$ cat src/rtl/calc_op_sequencer.sv
// calc_op_sequencer: buffers up to DEPTH ALU commands, then on start clears
// the ALU accumulator, issues one command per clock, watches the ALU error
// code and returns the final accumulator with a one-cycle done pulse.
// Ports:
//   clk, rst                     clock, synchronous active-high reset
//   cmd_valid/cmd_ready          command push handshake
//   cmd_op, cmd_p, cmd_q         command fields {op, P, Q}
//   start                        begin a run (sampled only in IDLE)
//   alu_op, alu_p, alu_q         registered drive to the ALU
//   alu_out, alu_err             ALU accumulator and error code
//   busy, done, result, err      run status and final outcome
module calc_op_sequencer #(
    parameter int         DEPTH  = 4,
    parameter logic [3:0] CLR_OP = 4'b1100,
    parameter logic [3:0] NOP_OP = 4'b0000
) (
    input  logic        clk,
    input  logic        rst,
    input  logic        cmd_valid,
    output logic        cmd_ready,
    input  logic [3:0]  cmd_op,
    input  logic [31:0] cmd_p,
    input  logic [31:0] cmd_q,
    input  logic        start,
    output logic [3:0]  alu_op,
    output logic [31:0] alu_p,
    output logic [31:0] alu_q,
    input  logic [31:0] alu_out,
    input  logic [1:0]  alu_err,
    output logic        busy,
    output logic        done,
    output logic [31:0] result,
    output logic [1:0]  err
);

    localparam int AW = $clog2(DEPTH);
    localparam int PW = AW + 1;

    typedef enum logic [1:0] {
        S_IDLE,
        S_CLEAR,
        S_ISSUE,
        S_DRAIN
    } state_t;

    state_t      state_q, state_d;
    logic [PW-1:0] wr_q, wr_d;
    logic [PW-1:0] rd_q, rd_d;
    logic [3:0]  alu_op_q, alu_op_d;
    logic [31:0] alu_p_q, alu_p_d;
    logic [31:0] alu_q_q, alu_q_d;
    logic        done_q, done_d;
    logic [31:0] result_q, result_d;
    logic [1:0]  err_q, err_d;

    logic [3:0]  mem_op [DEPTH];
    logic [31:0] mem_p  [DEPTH];
    logic [31:0] mem_q  [DEPTH];

    logic empty;
    logic full;
    logic push;

    assign empty = (wr_q == rd_q);
    // Pointers carry one extra wrap bit; full when only that bit differs.
    assign full  = ((wr_q ^ rd_q) == {1'b1, {AW{1'b0}}});

    assign cmd_ready = (state_q == S_IDLE) && !full;
    assign push      = cmd_valid && cmd_ready;

    always_comb begin
        state_d  = state_q;
        wr_d     = wr_q;
        rd_d     = rd_q;
        alu_op_d = NOP_OP;
        alu_p_d  = '0;
        alu_q_d  = '0;
        done_d   = 1'b0;
        result_d = result_q;
        err_d    = err_q;

        if (push) begin
            wr_d = wr_q + 1'b1;
        end

        unique case (state_q)
            S_IDLE: begin
                if (start) begin
                    state_d  = S_CLEAR;
                    alu_op_d = CLR_OP;
                end
            end
            S_CLEAR, S_ISSUE: begin
                // alu_err is only meaningful once a command has been issued;
                // the CLR op itself never reports an error.
                if (state_q == S_ISSUE && alu_err != 2'b00) begin
                    state_d  = S_IDLE;
                    rd_d     = wr_q;
                    result_d = '0;
                    err_d    = alu_err;
                    done_d   = 1'b1;
                end else if (!empty) begin
                    state_d  = S_ISSUE;
                    alu_op_d = mem_op[rd_q[AW-1:0]];
                    alu_p_d  = mem_p[rd_q[AW-1:0]];
                    alu_q_d  = mem_q[rd_q[AW-1:0]];
                    rd_d     = rd_q + 1'b1;
                end else begin
                    state_d = S_DRAIN;
                end
            end
            S_DRAIN: begin
                state_d = S_IDLE;
                done_d  = 1'b1;
                if (alu_err != 2'b00) begin
                    rd_d     = wr_q;
                    result_d = '0;
                    err_d    = alu_err;
                end else begin
                    result_d = alu_out;
                    err_d    = 2'b00;
                end
            end
            default: begin
                state_d = S_IDLE;
            end
        endcase
    end

    always_ff @(posedge clk) begin
        if (push) begin
            mem_op[wr_q[AW-1:0]] <= cmd_op;
            mem_p[wr_q[AW-1:0]]  <= cmd_p;
            mem_q[wr_q[AW-1:0]]  <= cmd_q;
        end
    end

    always_ff @(posedge clk) begin
        if (rst) begin
            state_q  <= S_IDLE;
            wr_q     <= '0;
            rd_q     <= '0;
            alu_op_q <= NOP_OP;
            alu_p_q  <= '0;
            alu_q_q  <= '0;
            done_q   <= 1'b0;
            result_q <= '0;
            err_q    <= 2'b00;
        end else begin
            state_q  <= state_d;
            wr_q     <= wr_d;
            rd_q     <= rd_d;
            alu_op_q <= alu_op_d;
            alu_p_q  <= alu_p_d;
            alu_q_q  <= alu_q_d;
            done_q   <= done_d;
            result_q <= result_d;
            err_q    <= err_d;
        end
    end

    assign alu_op = alu_op_q;
    assign alu_p  = alu_p_q;
    assign alu_q  = alu_q_q;
    assign busy   = (state_q != S_IDLE);
    assign done   = done_q;
    assign result = result_q;
    assign err    = err_q;

endmodule

$ cat config.mk
export PLATFORM = sky130hd
export DESIGN_NAME = calc_op_sequencer
export DESIGN_NICKNAME = d
export VERILOG_FILES = /design/src/rtl/calc_op_sequencer.sv
export SDC_FILE = /design/constraint.sdc
export NUM_CORES = 1
export LEC_CHECK = 0
export BUFFER_PORTS_ARGS = -buffer_cell sky130_fd_sc_hd__buf_2
export CAP_MARGIN = 5
export CELL_PAD_IN_SITES_DETAIL_PLACEMENT = 2
export CELL_PAD_IN_SITES_GLOBAL_PLACEMENT = 2
export CORE_MARGIN = 4
export CORE_UTILIZATION = 42
export DETAILED_ROUTE_END_ITERATION = 10
export GPL_TIMING_DRIVEN = 0
export PLACE_DENSITY_LB_ADDON = 0.1
export SETUP_SLACK_MARGIN = 0.1
export SLEW_MARGIN = 20
export SYNTH_ARGS = -nofsm -noshare
export SYNTH_HDL_FRONTEND = slang
export SYNTH_SLANG_ARGS = --single-unit
$ cat constraint.sdc
create_clock -name clk -period 6.7 [get_ports clk]
set_input_delay 1.005 -clock clk [delete_from_list [all_inputs] [get_ports clk]]
set_output_delay 1.005 -clock clk [all_outputs]
set_load 0.05 [all_outputs]
-- Yosys cells after proc, flatten, opt, wreduce, memory -nomap -nowiden
Memories as Yosys holds them, arrays and structs flattened. A register that Yosys moved wholly into a read port is not among the register bits.
Index checks and enable logic that the tools add are counted.
- bits in registers: 47
- word-level logic and storage cells: 59
- memory bits (writable): 272
- memories kept: 3
- bits in latches: 0
- output and inout port bits: 105
- bits in read-only memories: 0
- reductions and logical operators: 12
- div/mod/pow operators: 0
- bitwise gates (word level): 2
- $lt $le $gt $ge: 0
- add/subtract/negate cells: 2
- equal/unequal tests: 9
- multipliers: 0
- multiplexer cells: 24
- shift-type cells: 0
- memories (memory ; words ; width ; rd ports ; clocked after Yosys merged registers in ; write ports ; line ; source):
    mem_p ; 4 ; 32 ; 1 ; 1 ; 1 ; 57 ; logic [31:0] mem_p [DEPTH];
    mem_q ; 4 ; 32 ; 1 ; 1 ; 1 ; 58 ; logic [31:0] mem_q [DEPTH];
    mem_op ; 4 ; 4 ; 1 ; 1 ; 1 ; 56 ; logic [3:0] mem_op [DEPTH];
- operators with widths (cell ; count):
    $mux 32 ; 2
    $pmux 32 s2 ; 1
    $mux 2 ; 6
    $mux 4 ; 3
    $mux 3 ; 3
    $pmux 4 s2 ; 1
    $add 3x1->3 const B ; 2
    $ne 2x2->1 const B ; 3
    $pmux 2 s3 ; 1
    $pmux 3 s2 ; 1
    $reduce_bool 2->1 ; 3
    $eq 2x2->1 const B ; 2
    $mux 1 ; 4
    $pmux 2 s2 ; 1
    $reduce_or 4->1 ; 1
    $eq 3x3->1 ; 1
    $eq 3x3->1 const B ; 1
    $logic_and 1x1->1 ; 3
    $ne 3x3->1 const B ; 1
    $reduce_and 3->1 ; 1
    $xor 3x3->3 ; 1
    $eq 2x1->1 const B ; 1
    $logic_not 2->1 ; 1
    $pmux 1 s2 ; 1
    other kinds (4) ; 4

-- Longest topological paths before layout
- word-level depth: 7
- gate-level depth with buffers: 8
- depth with buffers taken out: 6

-- Worst setup path after synthesis
OpenSTA, ideal clock, no wires.
- kind: input -> register
- from: input port cmd_valid
- to: memory mem_op[3][0], enable pin
- slack: 1.583 ns
- stages on the path: 2
- arrival time: 4.579 ns
- buffers on the path: 0
- path through: nand3_1 a31oi_1
- longest elaborated chain between the ends: 3
- ends and longest elaborated chain (element ; line ; source):
    from (decl) ; 19 ; input logic cmd_valid,
    $logic_and 1x1->1 ; 69 ; assign push = cmd_valid && cmd_ready;
    $mux 1 ; 131 ; if (push) begin
    $mux 1 (not written as such) ; 132 ; mem_op[wr_q[AW-1:0]] <= cmd_op;
    to (decl) ; 56 ;
Every way passes these cells.

-- Worst setup path in the final report
- from: register state_q[0]
- to: output port cmd_ready
- longest elaborated chain between the ends: 2
- ends and longest elaborated chain (element ; line ; source):
    from (decl) ; 46 ; state_t state_q, state_d;
    from (signal assigned) ; 150 ; state_q <= state_d;
    $logic_not 2->1 ; 68 ; assign cmd_ready = (state_q == S_IDLE) && !full;
    $logic_and 1x1->1 ; 68 ;
    to (decl) ; 20 ; output logic cmd_ready,
Every way passes these cells.

==> results by stage <==
Route:
- The final wirelength is between 30,000 and 40,000 um.
- The number of DRC markers after the initial detailed-route iteration is 323.
- Once detail routing completed, the nets flagged for antenna violations numbered 0.
- The final routed wire length divided by cell count is around 22 um.
- The pre-antenna-repair detailed-routing pass consisted of 4 iterations.
- Using the TritonRoute via totals, the vias-per-cell ratio works out to 5.10.
- After detailed routing, the number of remaining DRC violations is 0.
- Detailed routing inserted a total of between 7,000 and 8,000 vias.

GRT:
- The most congested layer reported by global routing is met2.
- For this run, global-route usage on met1 was measured as a little under a quarter.
- The initial antenna violation count is 7.
- The pin count of the biggest net entering global routing is 41.
- Summed over all layers, the global routing overflow is 0.
- The first global-routing pass estimated ~51,000 um of wire.
- Global routing consumed, on the met2 layer, 31.7% of the routing resources.
- The via count of the first global-routing pass is ~8,400.
- In the global route stage, met3 resource usage came out at under 10%.
- In the global route stage, overall resource usage came out at around 18%.

Clock tree:
- The H-tree was split into 2 levels.
- The clock drives ~390 sinks.
- The total clock buffers created by CTS is 42.
- The cell sitting at the root of the clock tree is a sky130_fd_sc_hd__clkbuf_16.
- The number of cells upsized or downsized after cts is 0.
- At the later pin of the worst-skew pair, clock insertion delay measures 0.54 ns.
- After clock tree synthesis, the flow added hold-fix buffers numbering 0.
- The clock passes through at most 3 buffers.
- The post-CTS setup buffer count is 0.
- Clock-pin slew was measured on the worst setup and hold paths at 0.06 ns.
- TritonCTS built the clock tree.

Timing:
- Setup repair after global routing left no endpoint under its margin.
- The number of hold violations in the final report is 0.
- The maximum clock frequency is about 0.35 GHz.
- Setup violations remaining at the end of the flow were counted as 0.
- The measured slew at the worst slew-check pin is approximately 0.8 ns.
- The routed design could run at a clock period as short as 2.87 ns.
- The headroom to the max-slew limit is ~47%.
- Between clock sinks in the finished design, the worst skew comes to approximately 0.021 ns.
- Of the available clock period, the critical path in the final layout requires 42.8%.
- The total count of max-transition violations in the final report was 0.

Power:
- Overall power consumption after layout is estimated at roughly 6400 uW.
- In this run the power density over the cells is 374 nW/um^2.
- IR analysis of the VDD net gives a maximum drop of 0.000230 V.
- The total leakage power is 0.00620 uW.

Setup path:
- Traced cell by cell, the critical path runs through inv_1, ha_1, inv_1, a31oi_1, buf_2.
- The cell occurring most often along the worst timing path is sky130_fd_sc_hd__inv_1.
- The setup path with the least slack is of type reg -> out.
- The origin of the critical flop-to-flop path is state_q[0]$_SDFFE_PP0P_.
- The largest individual stage delay along the critical path comes from the cell sky130_fd_sc_hd__dfxtp_1.
- The worst setup path startpoint is state_q[0]$_SDFFE_PP0P_.
- The kind of cell with the highest combined delay on the critical path is buffers and inverters.
- The sum of buffers and inverters on the critical path is 3.
- The required time at the worst-slack endpoint is roughly 5.7 ns.
- The peak per-stage delay on the critical path is about 0.33 ns.
- The worst path arrival time is ~1.9 ns.
- The endpoint type of the worst setup path is a primary output.
- The startpoint class of the critical path is a flop.
- Of all nets on the critical path, the largest fanout is 4.

Logic synthesis:
- After technology mapping, the gate count stands at around 740.
- After synthesis the netlist holds a flip-flop and latch count of approximately 390.
- The net count of the mapped netlist is ~850.
- The number of distinct library cells after synthesis is 42.
- For this run, the number of Yosys warnings is 0.
- The cell area after technology mapping is approximately 14,000 sq um.
- The biggest area contributor in the post-synthesis netlist is sky130_fd_sc_hd__edfxtp_1.
- By area the synthesized netlist is led by sky130_fd_sc_hd__edfxtp_1 58%, sky130_fd_sc_hd__dfxtp_1 16%, sky130_fd_sc_hd__mux4_2 11%.
- The fraction of synthesized cell area taken by the top area cell type is 58.3%.
- The synthesized area divided by synthesized cell count is 19.0 sq um.
- Sequential elements use 74.4% of the synthesized area.

Worst hold path:
- The worst hold path begins at result[0]$_SDFFE_PP0P_.
- The worst hold path belongs to the class reg -> reg.

Final layout:
- The core utilization of the finished layout is a little over half.
- From synthesis to final layout, the design area changed by 22.3%.
- Of the cells placed in the final design, the portion with a size suffix greater than 1 is around two fifths.
- For this run, the post-layout net count is between 1,000 and 1,500.
- The count of fill cells added during filler insertion is slightly below 3,000.

Placement:
- The last weighted congestion value of the routability-driven placer is around 0.70.
- During placement, the flow inserted port buffers numbering between 200 and 250.
- The post-detailed-placement half-perimeter wirelength is between 20,000 and 25,000 um.

Floorplan:
- The die is about 190 um wide.
- The full die area is approximately 36,000 sq um.
- The core region area is ~33,000 sq um.
- The initial core utilization is between 40% and 50%.
- The die boundary height is around 190 um.
- The I/O pin count is ~210.
- The cell row count is 66.

Status:
- The run finished with clean final reports.

Flow run:
- The max-cap check violation count is 0.
[through the flow]
step	TNS (ns)	instance area (sq um)	hold slack (ns)	instances	setup WS [ns]
3_3_place_gp	-122.65	15600	0.436	1389	-1.79
3_5_place_dp	0	15900	0.446	1398	3.64
4_1_cts	0	17100	0.453	1475	3.79
2_1_floorplan	0	14000	0.499	738	1.58
6_report	0	17100	0.449	1477	3.83
5_1_grt	0	17100	0.478	1477	3.74
[power by group]
group	internal (uW)	leakage, uW	switching (uW)	total, uW
clock network	1270	0.000616	884	2160
logic	621	0.00219	787	1410
registers	2770	0.00339	72.7	2840
[path summary, 6_finish.rpt]
path                                               end  cells after the start  slack, ns
worst max-delay path                         cmd_ready                      5       3.83
worst max register to register   mem_p[0][0]$_DFFE_PP_                      6       4.01
worst min register to register  result[0]$_SDFFE_PP0P_                      2       0.45
worst min-delay path            result[0]$_SDFFE_PP0P_                      2       0.45
[routing by layer]
layer | part of all wire (%) | vias up
met3 | 5.2 | 59
met2 | 51 | 180
li1 | - | 3379
met5 | 0.15 | -
met4 | 2.1 | 8
met1 | 41 | 3913
[cell usage after synthesis]
master and instances:
sky130_fd_sc_hd__a21oi_1 39, sky130_fd_sc_hd__a221oi_1 1, sky130_fd_sc_hd__a22oi_1 1, sky130_fd_sc_hd__a311oi_2 1, sky130_fd_sc_hd__a31oi_1 2, sky130_fd_sc_hd__and2_1 4
sky130_fd_sc_hd__buf_12 4, sky130_fd_sc_hd__buf_2 12, sky130_fd_sc_hd__buf_4 3, sky130_fd_sc_hd__buf_6 3, sky130_fd_sc_hd__clkbuf_1 19, sky130_fd_sc_hd__dfxtp_1 113
sky130_fd_sc_hd__edfxtp_1 272, sky130_fd_sc_hd__ha_1 10, sky130_fd_sc_hd__inv_1 7, sky130_fd_sc_hd__mux2_2 2, sky130_fd_sc_hd__mux2i_1 2, sky130_fd_sc_hd__mux2i_2 1
sky130_fd_sc_hd__mux4_2 68, sky130_fd_sc_hd__nand2_1 38, sky130_fd_sc_hd__nand2b_1 1, sky130_fd_sc_hd__nand3_1 2, sky130_fd_sc_hd__nand3_2 1, sky130_fd_sc_hd__nand3b_1 1
sky130_fd_sc_hd__nand3b_2 1, sky130_fd_sc_hd__nand4_1 34, sky130_fd_sc_hd__nor2_1 9, sky130_fd_sc_hd__nor2b_1 29, sky130_fd_sc_hd__nor2b_4 40, sky130_fd_sc_hd__nor3_1 1
sky130_fd_sc_hd__nor3b_2 1, sky130_fd_sc_hd__o211a_1 1, sky130_fd_sc_hd__o211ai_1 1, sky130_fd_sc_hd__o21a_1 1, sky130_fd_sc_hd__o21ai_0 4, sky130_fd_sc_hd__o21ai_1 1
sky130_fd_sc_hd__o2bb2ai_1 1, sky130_fd_sc_hd__o32ai_1 1, sky130_fd_sc_hd__or3_1 1, sky130_fd_sc_hd__xnor2_1 3, sky130_fd_sc_hd__xnor2_2 1, sky130_fd_sc_hd__xor2_2 1
[layout by cell type, fill, tap and decap left out, types with 3 or more instances in the layout]
cell type,count
sky130_fd_sc_hd__ha_1,10
sky130_fd_sc_hd__buf_6,3
sky130_fd_sc_hd__clkinv_2,3
sky130_fd_sc_hd__nor2b_4,40
sky130_fd_sc_hd__nor2b_1,29
sky130_fd_sc_hd__xnor2_1,3
sky130_fd_sc_hd__and2_4,3
sky130_fd_sc_hd__nor2_1,9
sky130_fd_sc_hd__dfxtp_1,113
sky130_fd_sc_hd__buf_12,8
sky130_fd_sc_hd__buf_2,221
sky130_fd_sc_hd__nand4_1,34
sky130_fd_sc_hd__buf_16,5
sky130_fd_sc_hd__edfxtp_1,272
sky130_fd_sc_hd__clkbuf_16,43
sky130_fd_sc_hd__clkbuf_1,40
sky130_fd_sc_hd__clkinv_1,6
sky130_fd_sc_hd__o21ai_0,4
sky130_fd_sc_hd__buf_4,3
sky130_fd_sc_hd__a21oi_1,39
sky130_fd_sc_hd__inv_1,7
sky130_fd_sc_hd__nand2_1,38
sky130_fd_sc_hd__mux4_2,68
[state kept, by name, summed over array words and instances, names as in the netlist, 3 cells and up, named ones only]
name	count
rd_q	3
alu_q	32
mem_p	128
alu_op	4
wr_q	3
mem_op	16
mem_q	128
alu_p	32
result	32
[worst register-to-register path, delay by kind of cell (launching register included)]
| family | cells | cell delay [ns] |
|---|---|---|
| buf+inv | 3 | 0.59 |
| simple gates | 1 | 0.70 |
| flops | 1 | 0.33 |
| fa+ha+maj | 1 | 0.29 |
| compound gates | 1 | 0.47 |
[logic make-up (layout without fill, tap and decap cells)]
family	after synthesis	count (layout)	share of synthesized area, %
AO/OA/AOI/OAI	54	54	2.19
XOR/XNOR	5	5	0.420
AND/OR/NAND/NOR	163	163	8.67
adder cells (fa/ha/maj)	10	10	0.893
flip-flops	385	385	74.4
multiplexers	73	73	11.3
buffers and inverters	48	343	2.10
other	0	2	0
[area by class of cell]
type / count / area (sq um) / share of cell area, %
Antenna cell: 2 / 5.00 / 0.0292
Timing Repair Buffer: 218 / 1260 / 7.37
Tap cell: 442 / 553 / 3.23
Clock buffer: 65 / 1170 / 6.82
Sequential cell: 385 / 10400 / 60.9
Inverter: 7 / 26.3 / 0.153
Clock inverter: 12 / 106 / 0.621
Buffer: 41 / 268 / 1.56
Multi-Input combinational cell: 305 / 3320 / 19.3
Power figures use the tool's default switching activity.
